**config.mk**
```make
export PLATFORM = sky130hd
export DESIGN_NAME = pa_sweep_ctrl
export DESIGN_NICKNAME = d
export VERILOG_FILES = /design/src/rtl/pa_sweep_pkg.sv /design/src/rtl/pa_sweep_ctrl_adder16.sv /design/src/rtl/pa_sweep_ctrl.sv
export SDC_FILE = /design/constraint.sdc
export NUM_CORES = 1
export LEC_CHECK = 0
export CORE_UTILIZATION = 45
export CTS_CLUSTER_SIZE = 24
export DETAILED_ROUTE_END_ITERATION = 8
export PLACE_DENSITY = 0.68
export SETUP_SLACK_MARGIN = 0.3
export SLEW_MARGIN = 30
export SYNTH_ARGS = -nofsm -noshare
export SYNTH_HDL_FRONTEND = slang
export SYNTH_SLANG_ARGS = --single-unit
```
**constraint.sdc**
```tcl
create_clock -name clk -period 3.3 [get_ports clk]
set_input_delay 0.33 -clock clk [delete_from_list [all_inputs] [get_ports clk]]
set_output_delay 0.33 -clock clk [all_outputs]
set_load 0.005 [all_outputs]
```
**src/rtl/pa_sweep_pkg.sv**
```systemverilog
// Shared types for the PA16 frequency-sweep sequencer: FSM states,
// default widths and the latched sweep program.
package pa_sweep_pkg;

    localparam int PA_W     = 16;
    localparam int PA_CNT_W = 16;

    typedef enum logic [1:0] {
        IDLE  = 2'd0,
        LOAD  = 2'd1,
        DWELL = 2'd2,
        DONE  = 2'd3
    } sweep_state_e;

    typedef struct packed {
        logic [PA_W-1:0]     fcw_start;
        logic [PA_W-1:0]     fcw_step;
        logic [PA_CNT_W-1:0] n_steps;
        logic [PA_CNT_W-1:0] dwell;
        logic                mode;
    } sweep_prog_t;

endpackage

```
**src/rtl/pa_sweep_ctrl_adder16.sv**
```systemverilog
// 16-bit ripple-style adder shared with the accumulator datapath; the carry
// out is dropped so sums wrap modulo 2^16.
module adder16 (
    input  logic [15:0] a_i,
    input  logic [15:0] b_i,
    input  logic        cin_i,
    output logic [15:0] sum_o
);

    assign sum_o = a_i + b_i + {15'd0, cin_i};

endmodule

```
**src/rtl/pa_sweep_ctrl.sv**
```systemverilog
// Frequency-sweep sequencer: latches a sweep program on start, reloads the
// accumulator phase and steps the FCW by a signed increment with a dwell per word.
module pa_sweep_ctrl
    import pa_sweep_pkg::*;
#(
    parameter int W     = PA_W,
    parameter int CNT_W = PA_CNT_W
) (
    input  logic             clk,
    input  logic             reset,
    input  logic             start,
    input  logic             abort,
    input  logic             mode,
    input  logic [W-1:0]     fcw_start,
    input  logic [W-1:0]     fcw_step,
    input  logic [CNT_W-1:0] n_steps,
    input  logic [CNT_W-1:0] dwell,
    output logic [W-1:0]     fcw,
    output logic             pa_rst_n,
    output logic             step_strobe,
    output logic             busy,
    output logic             done
);

    sweep_state_e     state_q, state_d;
    sweep_prog_t      shadow_q, shadow_d;
    logic [W-1:0]     fcw_q, fcw_d;
    logic [CNT_W-1:0] step_cnt_q, step_cnt_d;
    logic [CNT_W-1:0] dwell_cnt_q, dwell_cnt_d;
    logic             strobe_q, strobe_d;
    logic             pa_rst_n_q, busy_q, done_q;

    logic [W-1:0]     prog_start_s, prog_step_s, sum_s;
    logic [CNT_W-1:0] prog_n_steps_s, prog_dwell_s;

    assign prog_start_s   = W'(shadow_q.fcw_start);
    assign prog_step_s    = W'(shadow_q.fcw_step);
    assign prog_n_steps_s = CNT_W'(shadow_q.n_steps);
    assign prog_dwell_s   = CNT_W'(shadow_q.dwell);

    // Wrapping increment of the current FCW by the signed step.
    if (W == 16) begin : g_add16
        adder16 u_add (
            .a_i   (fcw_q),
            .b_i   (prog_step_s),
            .cin_i (1'b0),
            .sum_o (sum_s)
        );
    end else begin : g_add_gen
        assign sum_s = fcw_q + prog_step_s;
    end

    // Next-state, shadow capture, FCW stepping and counter updates.
    always_comb begin
        state_d     = state_q;
        shadow_d    = shadow_q;
        fcw_d       = fcw_q;
        step_cnt_d  = step_cnt_q;
        dwell_cnt_d = dwell_cnt_q;
        strobe_d    = 1'b0;

        if (abort && (state_q != IDLE)) begin
            state_d     = IDLE;
            fcw_d       = '0;
            step_cnt_d  = '0;
            dwell_cnt_d = '0;
        end else begin
            case (state_q)
                IDLE: begin
                    if (start && !abort) begin
                        state_d            = LOAD;
                        shadow_d.fcw_start = PA_W'(fcw_start);
                        shadow_d.fcw_step  = PA_W'(fcw_step);
                        shadow_d.n_steps   = PA_CNT_W'(n_steps);
                        shadow_d.dwell     = PA_CNT_W'(dwell);
                        shadow_d.mode      = mode;
                    end else begin
                        state_d = IDLE;
                    end
                end
                LOAD: begin
                    state_d     = DWELL;
                    fcw_d       = prog_start_s;
                    step_cnt_d  = '0;
                    dwell_cnt_d = '0;
                end
                DWELL: begin
                    if (dwell_cnt_q == prog_dwell_s) begin
                        if (step_cnt_q < prog_n_steps_s) begin
                            fcw_d       = sum_s;
                            step_cnt_d  = step_cnt_q + CNT_W'(1);
                            dwell_cnt_d = '0;
                            strobe_d    = 1'b1;
                        end else begin
                            state_d = DONE;
                        end
                    end else begin
                        dwell_cnt_d = dwell_cnt_q + CNT_W'(1);
                    end
                end
                DONE: begin
                    // Repeat mode goes straight back to LOAD so the phase is reloaded each pass.
                    if (shadow_q.mode) begin
                        state_d = LOAD;
                    end else begin
                        state_d = IDLE;
                    end
                end
                default: begin
                    state_d = IDLE;
                end
            endcase
        end
    end

    // State, program and output registers; status outputs follow the next state.
    always_ff @(posedge clk) begin
        if (reset) begin
            state_q     <= IDLE;
            shadow_q    <= '0;
            fcw_q       <= '0;
            step_cnt_q  <= '0;
            dwell_cnt_q <= '0;
            strobe_q    <= 1'b0;
            pa_rst_n_q  <= 1'b1;
            busy_q      <= 1'b0;
            done_q      <= 1'b0;
        end else begin
            state_q     <= state_d;
            shadow_q    <= shadow_d;
            fcw_q       <= fcw_d;
            step_cnt_q  <= step_cnt_d;
            dwell_cnt_q <= dwell_cnt_d;
            strobe_q    <= strobe_d;
            pa_rst_n_q  <= (state_d != LOAD);
            busy_q      <= (state_d == LOAD) || (state_d == DWELL);
            done_q      <= (state_d == DONE);
        end
    end

    assign fcw         = fcw_q;
    assign pa_rst_n    = pa_rst_n_q;
    assign step_strobe = strobe_q;
    assign busy        = busy_q;
    assign done        = done_q;

endmodule

```
# Yosys cells after proc, flatten, opt, wreduce, memory -nomap -nowiden
# Cells that the tools add are included.
[totals] ff_bits=119 latchBits=0 ram_bits=0 rom_bits=0 inputBits=69 out_inout_bits=20 word_cells=59 mem_count=0
[classes] n_addsub=3 mul=0 div=0 magnitude_cmp=1 n_eq_ne=11 n_shift=0 muxes=16 bitwise_logic=3 n_reduce_logical=12
[op_table] op="$mux 16" count=6
[op_table] op="$pmux 16 s2" count=3
[op_table] op="$add 16x1->16 const B" count=2
[op_table] op="$add 16x16->16" count=1
[op_table] op="$eq 16x16->1" count=1
[op_table] op="$lt 16x16->1" count=1
[op_table] op="$eq 2x2->1 const B" count=4
[op_table] op="$pmux 2 s4" count=1
[op_table] op="$mux 2" count=3
[op_table] op="$reduce_and 3->1" count=2
[op_table] op="$eq 2x1->1 const B" count=2
[op_table] op="$ne 2x2->1 const B" count=2
[op_table] op="$reduce_bool 2->1" count=2
[op_table] op="$reduce_or 4->1" count=1
[op_table] op="$mux 1" count=3
[op_table] op="$ne 3x3->1 const B" count=1
[op_table] op="$not 1->1" count=3
[op_table] op="$logic_and 1x1->1" count=2
[op_table] op="$logic_not 2->1" count=1
[op_table] op="$ne 2x1->1 const B" count=1
[op_table] op="$reduce_and 2->1" count=1
[op_table] op="$reduce_or 2->1" count=1
[op_table] op="$logic_not 1->1" count=1
[op_table] op="$logic_or 1x1->1" count=1

# Depth between registers and ports, before layout
# Gate-level depths: netlist of run 1.
[depth] ltp_word=7 ltp_mapped=11 depth_no_buf=11

# Hierarchy
# A second synthesis of run 1 with hierarchy kept.
[unflattened] hier_cells=768 area_unflattened_um2=6160.9
[by_module_without_submodules] module="pa_sweep_ctrl" instances=1 cells_each=669 area_each_um2=5403.9 seq_area_each_um2=2382.3
[by_module_without_submodules] module="adder16" instances=1 cells_each=99 area_each_um2=757.0 seq_area_each_um2=0.0

# Worst setup path before layout of run 1
# Ideal clock, no wire load.
[synth_timing] kind="reg2reg" from="register shadow_q, in the netlist prog_n_steps_s[13]" to="register step_cnt_q[14]" setup_ps=72 arrival_ps=2262 t_required_ps=3228 path_slack_ps=966 stages_incl_launch_ff=11 path_buffers=1 synth_period_minus_slack_ps=2334 cell_sequence="dfxtp_1 > inv_1 > ha_1 > a21o_1 > a21o_1 > a221oi_2 > o2111ai_4 > and2_1 > buf_2 > nor4_4 > mux2i_1"
[synth_between] elab_chain_len=3
[synth_rtl] element="from (decl)" line="pa_sweep_ctrl.sv:26" source="sweep_prog_t shadow_q, shadow_d;"
[synth_rtl] element="from (signal assigned)" line="pa_sweep_ctrl.sv:130" source="shadow_q <= shadow_d;"
[synth_rtl] element="$lt 16x16->1" line="pa_sweep_ctrl.sv:89" source="if (step_cnt_q < prog_n_steps_s) begin"
[synth_rtl] element="$ne 2x2->1 (no source line)"
[synth_rtl] element="$reduce_and 3->1 (no source line)"
[synth_rtl] element="to (signal assigned)" line="pa_sweep_ctrl.sv:132" source="step_cnt_q <= step_cnt_d;"
[synth_rtl] element="to (decl)" line="pa_sweep_ctrl.sv:28" source="logic [CNT_W-1:0] step_cnt_q, step_cnt_d;"
# Every way passes these cells.
# A chain may end at the register's enable or synchronous reset.

# Final worst setup path of run 1
[layout_timing] from="register step_cnt_q[11]" to="register step_cnt_q[12]"
[layout_between] elab_chain_len=4 word_cells_on_any_way=7 cone_classes="add/sub: 1; order compare: 1; eq/ne: 1; mux: 3; reduce/logical: 1"
[layout_rtl] element="$add 16x1->16" line="pa_sweep_ctrl.sv:91" source="step_cnt_d = step_cnt_q + CNT_W'(1);"
[layout_rtl] element="$mux 16" line="pa_sweep_ctrl.sv:89"
[layout_rtl] element="$mux 16" line="pa_sweep_ctrl.sv:88" source="if (dwell_cnt_q == prog_dwell_s) begin"
[layout_rtl] element="$pmux 16 s2" line="pa_sweep_ctrl.sv:68" source="case (state_q)"
# Several ways; a longest one is shown, not always the timed one. The select of a mux whose other input is x is not followed.

==> flow_metrics.env, run 1 <==
export IMPL_synth_flop_cell="dfxtp_1"
export IMPL_coreArea_um2=13300
export IMPL_power_frac_clock_pct=46.3
export IMPL_syn_area_um2=6175
export IMPL_combPwrFrac_pct=14.0
export IMPL_pwr_share_seq_pct=39.7
export IMPL_io_pins=89
export IMPL_setup_viol_count_final=0
export IMPL_synth_edff_count=0
export IMPL_multi_input_comb_area_um2=3530
export IMPL_worst_ep_arrival_time_ns=3.15
export IMPL_cp_required_ns=3.61
export IMPL_p_sw_mw=1.000
export IMPL_clkTransAtPathRegs_ns=0.05
export IMPL_finalClockSkew_ns=0.008046
export IMPL_drv_slew=0
export IMPL_most_common_layout_cells="nand2_1, dfxtp_1, a21oi_1"
export IMPL_async_flop_share_pct=0
export IMPL_max_cap_violations=0
export IMPL_yosysWarnings=0
export IMPL_wl_um=15830
export IMPL_hold_start="reset"
export IMPL_area_growth_pct=26.04
export IMPL_grt_total_usage_pct=23.41
export IMPL_synthCells=778
export IMPL_cts_root_buf="clkbuf_16"
export IMPL_synth_seq_cells=119
export IMPL_whs_path_depth=3
export IMPL_status="completed"
export IMPL_cts_tree="yes"
export IMPL_antenna_cells=0
export IMPL_endpoint_kind="register"
export IMPL_holdWs_ns=0.3853
export IMPL_period_share_pct=86.13
export IMPL_r2r_end="step_cnt_q[12]"
export IMPL_clk_insertion_delay_late_ns=0.42
export IMPL_portBuffers=88
export IMPL_drtPass1Iterations=5
export IMPL_rows=42
export IMPL_cts_buffers=17
export IMPL_cts_sinks=119
export IMPL_grt_max_degree=71
export IMPL_hp_class="in2reg"
export IMPL_initial_core_util_pct=46.44
export IMPL_nFillCells=1221
export IMPL_cellLeakagePower_nw=2.893
export IMPL_min_period_ns=2.842
export IMPL_seq_area_frac_synth_pct=38.58
export IMPL_timing_fmax_ghz=0.3518
export IMPL_drt_iter0_markers=339
export IMPL_die_x_um=119.1
export IMPL_grt_antenna_before_repair=0
export IMPL_grt_pass1_wl_um=26530
export IMPL_power_total_mw=3.909
export IMPL_timing_setup_tns_ns=0
export IMPL_vias_per_cell=5.481
export IMPL_place_congestion=0.8690
export IMPL_cts_setup_buffers=0
export IMPL_regToRegStartpoint="step_cnt_q[11]"
export IMPL_syn_nets=886
export IMPL_rsz0062_at_grt="no"
export IMPL_die_h_um=119.1
export IMPL_p_per_area_nw_per_um2=502.3
export IMPL_grt_overflow=0
export IMPL_critPathKind="reg2reg"
export IMPL_dr_total_vias=5711
export IMPL_swShare_pct=25.58
export IMPL_postSynthAreaPerCell_um2=7.937
export IMPL_r2r_cells=8
export IMPL_clockBufferDepth=2
export IMPL_worst_slew_pin_slew_ns=0.8173
export IMPL_ant_nets=0
export IMPL_num_nets_final=962
export IMPL_r2r_setup_slack_ns=0.46
export IMPL_regArea_um2=2382
export IMPL_min_to="fcw[15]"
export IMPL_critPathMaxFanout=17
export IMPL_max_vdd_ir_drop_mv=0.4114
export IMPL_start_kind="register"
export IMPL_drive_gt1_share_pct=6.697
export IMPL_synth_distinct_cells=54
export IMPL_finalHoldViolCount=0
export IMPL_wl_per_cell_um=15.19
export IMPL_final_common_cell="nand2_1"
export IMPL_htreeDepth=4
export IMPL_drc=0
export IMPL_grt_pass1_vias=5677
export IMPL_internal_power_mw=2.909
export IMPL_die_area_um2=14190
export IMPL_relSlewSlack_pct=45.40
export IMPL_dp_hpwl_um=10950
## layout make-up
cell class | instances | area share, %
inverter | 34 | 1.640
clock inverter | 9 | 1.286
clock buffer | 22 | 6.093
multi-input combinational | 586 | 45.35
timing repair buffer | 96 | 12.19
tap | 176 | 2.830
sequential | 119 | 30.61
## kinds of logic after synthesis
kind of cell | synth area share, %
simple gates | 22.51
compound gates | 20.85
flops | 38.58
buf+inv | 4.498
fa+ha+maj | 8.024
xor+xnor | 4.397
mux | 1.135
## worst max-delay path by stage
stage | end | from | slack (ns)
global placement | fcw[8] | prog_n_steps_s[13] | 0.55
CTS | fcw[8] | prog_n_steps_s[13] | 0.42
detailed placement | fcw[8] | step_cnt_q[11] | 0.45
floorplan | step_cnt_q[14] | prog_n_steps_s[13] | 0.97
finish | step_cnt_q[12] | step_cnt_q[11] | 0.46
global route | step_cnt_q[14] | prog_n_steps_s[13] | 0.33
## power groups by stage
stage / Clock (mW) / Sequential [mW] / Combinational (mW)
4_1_cts: 1.83 / 1.55 / 0.546
5_1_grt: 1.90 / 1.56 / 0.608
2_1_floorplan: 0 / 1.57 / 0.328
3_5_place_dp: 0 / 1.58 / 0.540
3_3_place_gp: 0 / 1.58 / 0.525
6_report: 1.81 / 1.55 / 0.547
## registers in the layout, indices dropped and copies added, names as in the netlist
register        cells
busy                1
done                1
dwell_cnt_q        16
fcw                16
pa_rst_n            1
prog_dwell_s       16
prog_n_steps_s     16
prog_start_s       16
prog_step_s        16
shadow_q            1
state_q             2
step_cnt_q         16
step_strobe         1
## cell usage after synthesis (9+ instances only)
cell type | number | area share [%]
nand2_1 | 163 | 9.9
dfxtp_1 | 119 | 39
a21oi_1 | 104 | 8.4
nor2_1 | 49 | 3.0
ha_1 | 38 | 7.7
inv_1 | 34 | 2.1
clkbuf_1 | 29 | 1.8
xnor2_1 | 28 | 4.0
o21ai_0 | 17 | 1.4
nand3_1 | 15 | 1.2
nor3_1 | 15 | 1.2
o21ai_1 | 14 | 1.1
a31oi_1 | 11 | 1.1
a211oi_1 | 10 | 1.2
nor2b_1 | 9 | 0.91
## repair_timing
| action | CTS | global route |
|---|---|---|
| resized for setup | 0 | 1 |
| setup endpoints to repair | 0 | 4 |
| hold buffers | 0 | 0 |
| hold endpoints to repair | 0 | 0 |
## critical path: stages, from the launching register on
cell       delay [ns]
dfxtp_1          0.43
ha_1             0.28
a21oi_1          0.14
o21ai_0          0.16
a221oi_2         0.38
o2111ai_4        0.42
a211oi_2         0.54
a31oi_1          0.16
a41o_1           0.22
## per-stage QoR
step | instance area (µm²) | util (%) | instances | setup slack, ns
6_report | 7782 | 58.54 | 1042 | 0.4576
5_1_grt | 7782 | 58.54 | 1042 | 0.3330
4_1_cts | 7775 | 58.48 | 1042 | 0.4209
3_5_place_dp | 7201 | 54.16 | 1011 | 0.4503
3_3_place_gp | 7201 | 54.16 | 1011 | 0.5531
2_1_floorplan | 6175 | - | 778 | 0.9662
## per-layer routing
metal | track usage (%) | vias to the layer above | wire length [µm]
li1 | - | 2852 | -
met1 | 28.24 | 2698 | 7047
met2 | 39.43 | 136 | 7875
met3 | 5.987 | 25 | 620
met4 | 9.573 | 0 | 283
met5 | 0 | - | 0
(Power assumes the default switching activity.)
==> run 2: changes to the inputs <==
--- a/config.mk
+++ b/config.mk
@@ -8,7 +8,7 @@
 export CORE_UTILIZATION = 45
 export CTS_CLUSTER_SIZE = 24
 export DETAILED_ROUTE_END_ITERATION = 8
-export PLACE_DENSITY = 0.68
+export PLACE_DENSITY_LB_ADDON = 0.12
 export SETUP_SLACK_MARGIN = 0.3
 export SLEW_MARGIN = 30
 export SYNTH_ARGS = -nofsm -noshare
==> flow_metrics.env, run 2 (synthesis gave the netlist of run 1 again) <==
export IMPL_status="completed"
export IMPL_pwr_share_seq_pct=40.9
export IMPL_die_h_um=119.1
export IMPL_most_common_layout_cells="nand2_1, dfxtp_1, a21oi_1"
export IMPL_grt_max_degree=71
export IMPL_hp_class="in2reg"
export IMPL_finalClockSkew_ns=0.007518
export IMPL_p_sw_mw=0.9525
export IMPL_critPathMaxFanout=17
export IMPL_power_total_mw=3.797
export IMPL_portBuffers=88
export IMPL_clkTransAtPathRegs_ns=0.05
export IMPL_cpPeakStageDelay_ns=0.53
export IMPL_instances_no_fill=1044
export IMPL_coreArea_um2=13300
export IMPL_cts_setup_buffers=0
export IMPL_power_frac_clock_pct=44.9
export IMPL_relSlewSlack_pct=43.90
export IMPL_dp_hpwl_um=10910
export IMPL_multi_input_comb_area_um2=3527
export IMPL_cts_buffers=17
export IMPL_drive_gt1_share_pct=6.567
export IMPL_combPwrFrac_pct=14.2
export IMPL_vias_per_cell=5.358
export IMPL_grt_pass1_vias=5531
export IMPL_min_period_ns=2.851
export IMPL_internal_power_mw=2.845
export IMPL_num_nets_final=964
export IMPL_clockBufferDepth=2
export IMPL_max_vdd_ir_drop_mv=0.3731
export IMPL_critPathKind="reg2reg"
export IMPL_cpMaxStageDelayCell="a211oi_2"
export IMPL_cp_cell_sequence="inv_1 -> ha_1 -> a21o_1 -> a21o_1 -> a221oi_2 -> o2111ai_4 -> a211oi_2 -> a31oi_1 -> a41o_1"
export IMPL_drc=0
export IMPL_holdWs_ns=0.3814
export IMPL_dp_cells=1013
export IMPL_max_cap_violations=0
export IMPL_worst_slew_pin_slew_ns=0.8415
export IMPL_cp_num_buf_inv=1
export IMPL_finalHoldViolCount=0
export IMPL_worst_ep_arrival_time_ns=3.16
export IMPL_cts_root_buf="clkbuf_16"
export IMPL_setup_viol_count_final=0
export IMPL_die_x_um=119.1
export IMPL_nFillCells=1217
export IMPL_drv_slew=0
export IMPL_die_area_um2=14190
export IMPL_grt_total_usage_pct=22.34
export IMPL_cp_required_ns=3.61
export IMPL_drt_iter0_markers=254
export IMPL_startpoint="prog_n_steps_s[13]"
export IMPL_r2r_end="step_cnt_q[12]"
export IMPL_crit_top_cell="a21o_1"
export IMPL_cts_tree="yes"
export IMPL_rows=42
export IMPL_start_kind="register"
export IMPL_wl_um=15190
export IMPL_io_pins=89
export IMPL_timing_fmax_ghz=0.3507
export IMPL_final_common_cell="nand2_1"
export IMPL_regToRegStartpoint="prog_n_steps_s[13]"
export IMPL_period_share_pct=86.41
export IMPL_initial_core_util_pct=46.44
export IMPL_drtPass1Iterations=5
export IMPL_ant_nets=0
export IMPL_endpoint_kind="register"
export IMPL_timing_setup_tns_ns=0
export IMPL_wl_per_cell_um=14.55
export IMPL_grt_overflow=0
export IMPL_swShare_pct=25.08
export IMPL_htreeDepth=4
export IMPL_rsz0062_at_grt="yes"
export IMPL_cp_depth=9
export IMPL_critical_path_top_delay_family="compound AO/OA/AOI/OAI gates"
export IMPL_grt_pass1_wl_um=25250
export IMPL_cellLeakagePower_nw=2.890
export IMPL_r2r_setup_slack_ns=0.45
export IMPL_regArea_um2=2382
export IMPL_cts_hold_fix_buffers=0
export IMPL_r2r_cells=9
export IMPL_dr_total_vias=5594
export IMPL_cts_sinks=119
export IMPL_clk_insertion_delay_late_ns=0.42
export IMPL_p_per_area_nw_per_um2=489.4
export IMPL_antenna_cells=0
export IMPL_cp_endpoint="step_cnt_q[12]"
export IMPL_grt_antenna_before_repair=1
export IMPL_place_congestion=0.9009
export IMPL_area_growth_pct=25.65
## run 2: cell count changes in the layout (fill, tap and decap cells not counted)
cell / change
or2_2: +1
bufinv_16: -2
buf_12: -1
buf_4: +3
clkinv_2: -3
or2_4: -1
clkbuf_1: +3
clkbuf_8: +4
clkinvlp_4: -2
## run 2: per-stage QoR
stage	instance area, µm²	setup slack [ns]	utilization, %
2_1_floorplan	6175	0.9662	-
4_1_cts	7754	0.3870	58.32
5_1_grt	7759	0.2884	58.36
3_5_place_dp	7203	0.3850	54.18
3_3_place_gp	7203	0.5445	54.18
6_report	7759	0.4485	58.36
## run 2: repair_timing
| item | in CTS | in global routing |
|---|---|---|
| setup endpoints to repair | 0 | 5 |
| endpoints found under the hold margin | 0 | 0 |
| gates resized for setup | 0 | 1 |
## run 2: area by class of cell
class | instances | share of cell area (%)
timing repair buffer | 98 | 12.26
tap | 176 | 2.838
clock buffer | 29 | 6.967
clock inverter | 2 | 0.1290
multi-input combinational | 586 | 45.46
inverter | 34 | 1.645
sequential | 119 | 30.70
## run 2: power by group through the flow
| stage | Clock, mW | Combinational [mW] | Sequential (mW) |
|---|---|---|---|
| 3_5_place_dp | 0 | 0.538 | 1.58 |
| 5_1_grt | 1.81 | 0.600 | 1.56 |
| 4_1_cts | 1.74 | 0.541 | 1.55 |
| 3_3_place_gp | 0 | 0.526 | 1.58 |
| 2_1_floorplan | 0 | 0.328 | 1.57 |
| 6_report | 1.71 | 0.538 | 1.55 |
## run 2: layer usage
| layer | share of wire (%) | wire length, µm | GRT usage, % | vias to the layer above |
|---|---|---|---|---|
| li1 | - | - | - | 2859 |
| met5 | 0 | 0 | 0 | - |
| met2 | 49 | 7480 | 38.37 | 107 |
| met3 | 3.6 | 548 | 5.651 | 19 |
| met4 | 1.8 | 280 | 9.494 | 0 |
| met1 | 45 | 6884 | 26.24 | 2609 |
## run 2: worst reg2reg max path, cell delays in order (launching register included)
cell,delay [ns]
dfxtp_1,0.33
inv_1,0.05
ha_1,0.30
a21o_1,0.17
a21o_1,0.19
a221oi_2,0.39
o2111ai_4,0.41
a211oi_2,0.54
a31oi_1,0.16
a41o_1,0.22
## run 2: worst min-delay path by stage
stage,startpoint,to,slack [ns],cells past startpoint
detailed placement,prog_n_steps_s[14],prog_n_steps_s[14],0.45,2
global route,reset,fcw[15],0.38,3
global placement,prog_n_steps_s[2],prog_n_steps_s[2],0.45,2
floorplan,abort,state_q[0],0.41,1
finish,reset,fcw[15],0.38,3
CTS,reset,fcw[15],0.36,3
==> run 3: changes to the inputs <==
--- a/config.mk
+++ b/config.mk
@@ -6,6 +6,7 @@
 export NUM_CORES = 1
 export LEC_CHECK = 0
 export CORE_UTILIZATION = 45
+export CTS_BUF_LIST = sky130_fd_sc_hd__clkbuf_8
 export CTS_CLUSTER_SIZE = 24
 export DETAILED_ROUTE_END_ITERATION = 8
 export PLACE_DENSITY_LB_ADDON = 0.12
==> constraint.sdc (replaced) <==
create_clock -name clk -period 3 [get_ports clk]
set_input_delay 0.3 -clock clk [delete_from_list [all_inputs] [get_ports clk]]
set_output_delay 0.3 -clock clk [all_outputs]
set_load 0.005 [all_outputs]
==> flow_metrics.env, run 3 (synthesis gave the netlist of run 1 again) <==
export IMPL_coreArea_um2=13300
export IMPL_dr_total_vias=5669
export IMPL_critPathKind="reg2reg"
export IMPL_cpPeakStageDelay_ns=0.34
export IMPL_io_pins=89
export IMPL_critPathMaxFanout=7
export IMPL_die_area_um2=14190
export IMPL_dp_hpwl_um=10890
export IMPL_most_common_layout_cells="nand2_1, dfxtp_1, a21oi_1"
export IMPL_finalClockSkew_ns=0.009712
export IMPL_initial_core_util_pct=46.44
export IMPL_worst_slew_pin_slew_ns=0.7465
export IMPL_dp_cells=1013
export IMPL_place_congestion=0.8894
export IMPL_ant_nets=0
export IMPL_grt_pass1_wl_um=25350
export IMPL_timing_setup_tns_ns=0
export IMPL_status="completed"
export IMPL_cp_cell_sequence="inv_1 -> ha_1 -> a21o_1 -> a21o_1 -> a221oi_4 -> o2111ai_4 -> buf_4 -> a2111oi_2 -> xnor2_1 -> nor2_1"
export IMPL_p_per_area_nw_per_um2=501.3
export IMPL_die_h_um=119.1
export IMPL_vias_per_cell=5.389
export IMPL_wl_per_cell_um=14.56
export IMPL_start_kind="register"
export IMPL_grt_total_usage_pct=22.39
export IMPL_clk_insertion_delay_late_ns=0.45
export IMPL_drtPass1Iterations=4
export IMPL_drive_gt1_share_pct=7.886
export IMPL_holdWs_ns=0.1502
export IMPL_area_growth_pct=24.92
export IMPL_relSlewSlack_pct=50.12
export IMPL_power_total_mw=3.867
export IMPL_rows=42
export IMPL_cp_num_buf_inv=2
export IMPL_drc=0
export IMPL_cts_sinks=119
export IMPL_cpMaxStageDelayCell="dfxtp_1"
export IMPL_grt_pass1_vias=5525
export IMPL_rsz0062_at_grt="yes"
export IMPL_nFillCells=1227
export IMPL_timing_fmax_ghz=0.3952
export IMPL_wl_um=15320
export IMPL_grt_overflow=0
export IMPL_final_common_cell="nand2_1"
export IMPL_cp_required_ns=3.33
export IMPL_worst_ep_arrival_time_ns=2.86
export IMPL_drt_iter0_markers=237
export IMPL_drv_slew=0
export IMPL_htreeDepth=4
export IMPL_min_period_ns=2.531
export IMPL_num_nets_final=970
export IMPL_clockBufferDepth=2
export IMPL_max_cap_violations=0
export IMPL_grt_max_degree=64
export IMPL_die_x_um=119.1
export IMPL_endpoint_kind="register"
export IMPL_multi_input_comb_area_um2=3553
export IMPL_clkTransAtPathRegs_ns=0.07
export IMPL_grt_antenna_before_repair=1
export IMPL_cts_root_buf="clkbuf_8"
export IMPL_cts_buffers=17
export IMPL_cellLeakagePower_nw=2.875
export IMPL_crit_top_cell="a21o_1"
export IMPL_hp_class="in2reg"
export IMPL_regArea_um2=2382
export IMPL_portBuffers=88
export IMPL_finalHoldViolCount=0
export IMPL_critical_path_top_delay_family="compound AO/OA/AOI/OAI gates"
export IMPL_max_vdd_ir_drop_mv=0.3515
export IMPL_setup_viol_count_final=0
export IMPL_cts_tree="yes"
export IMPL_period_share_pct=84.35
export IMPL_instances_no_fill=1052
run 3: final timing paths:
path / endpoint / from / slack, ns / depth (start not counted)
max: step_cnt_q[9] / prog_n_steps_s[13] / 0.47 / 10
min: prog_dwell_s[15] / reset / 0.15 / 2
max reg2reg: step_cnt_q[9] / prog_n_steps_s[13] / 0.47 / 10
min reg2reg: prog_start_s[10] / prog_start_s[10] / 0.46 / 2
run 3: where the power goes:
part / internal (mW) / switching [mW] / total (mW)
registers: 1.65 / 0.0520 / 1.70
clock network: 0.920 / 0.646 / 1.57
logic: 0.274 / 0.323 / 0.597
total: 2.85 / 1.02 / 3.87
run 3: routing by layer:
| metal | up-vias | GRT usage [%] | part of all wire [%] | wire length (µm) |
|---|---|---|---|---|
| met5 | - | 0 | 0 | 0 |
| met1 | 2676 | 25.53 | 44 | 6816 |
| met3 | 24 | 5.843 | 4.0 | 606 |
| li1 | 2869 | - | - | - |
| met4 | 0 | 9.256 | 1.8 | 269 |
| met2 | 100 | 39.39 | 50 | 7628 |
run 3: per-stage QoR:
step	util (%)	instance area [µm²]	setup WS (ns)
final	58.02	7714	0.4694
after floorplan	-	6175	0.6662
after detailed placement	54.18	7203	0.3303
after global routing	58.00	7711	0.2713
after global placement	54.18	7203	0.4178
after CTS	57.40	7631	0.2613
run 3: area by class of cell:
type | instances | share of cell area (%)
multi-input combinational | 586 | 46.07
sequential | 119 | 30.88
antenna | 1 | 0.03244
timing repair buffer | 104 | 12.96
tap | 176 | 2.855
clock buffer | 22 | 3.925
inverter | 34 | 1.654
clock inverter | 10 | 1.622
run 3: what timing repair did:
item / 4_1_cts / 5_1_grt
buffers inserted: 0 / 6
setup endpoints to repair: 2 / 24
pin swaps: 0 / 3
gates resized for setup: 0 / 6
hold buffers: 0 / 0
run 3: worst reg2reg max path: cells and delay by family (launching register included):
family	cells	cell delay, ns
DFF	1	0.34
AOI/OAI and AO/OA	5	1.29
adders and majority gates	1	0.29
and+or+nand+nor	1	0.05
xor gates and xnor gates	1	0.17
buffers and inverters	2	0.28
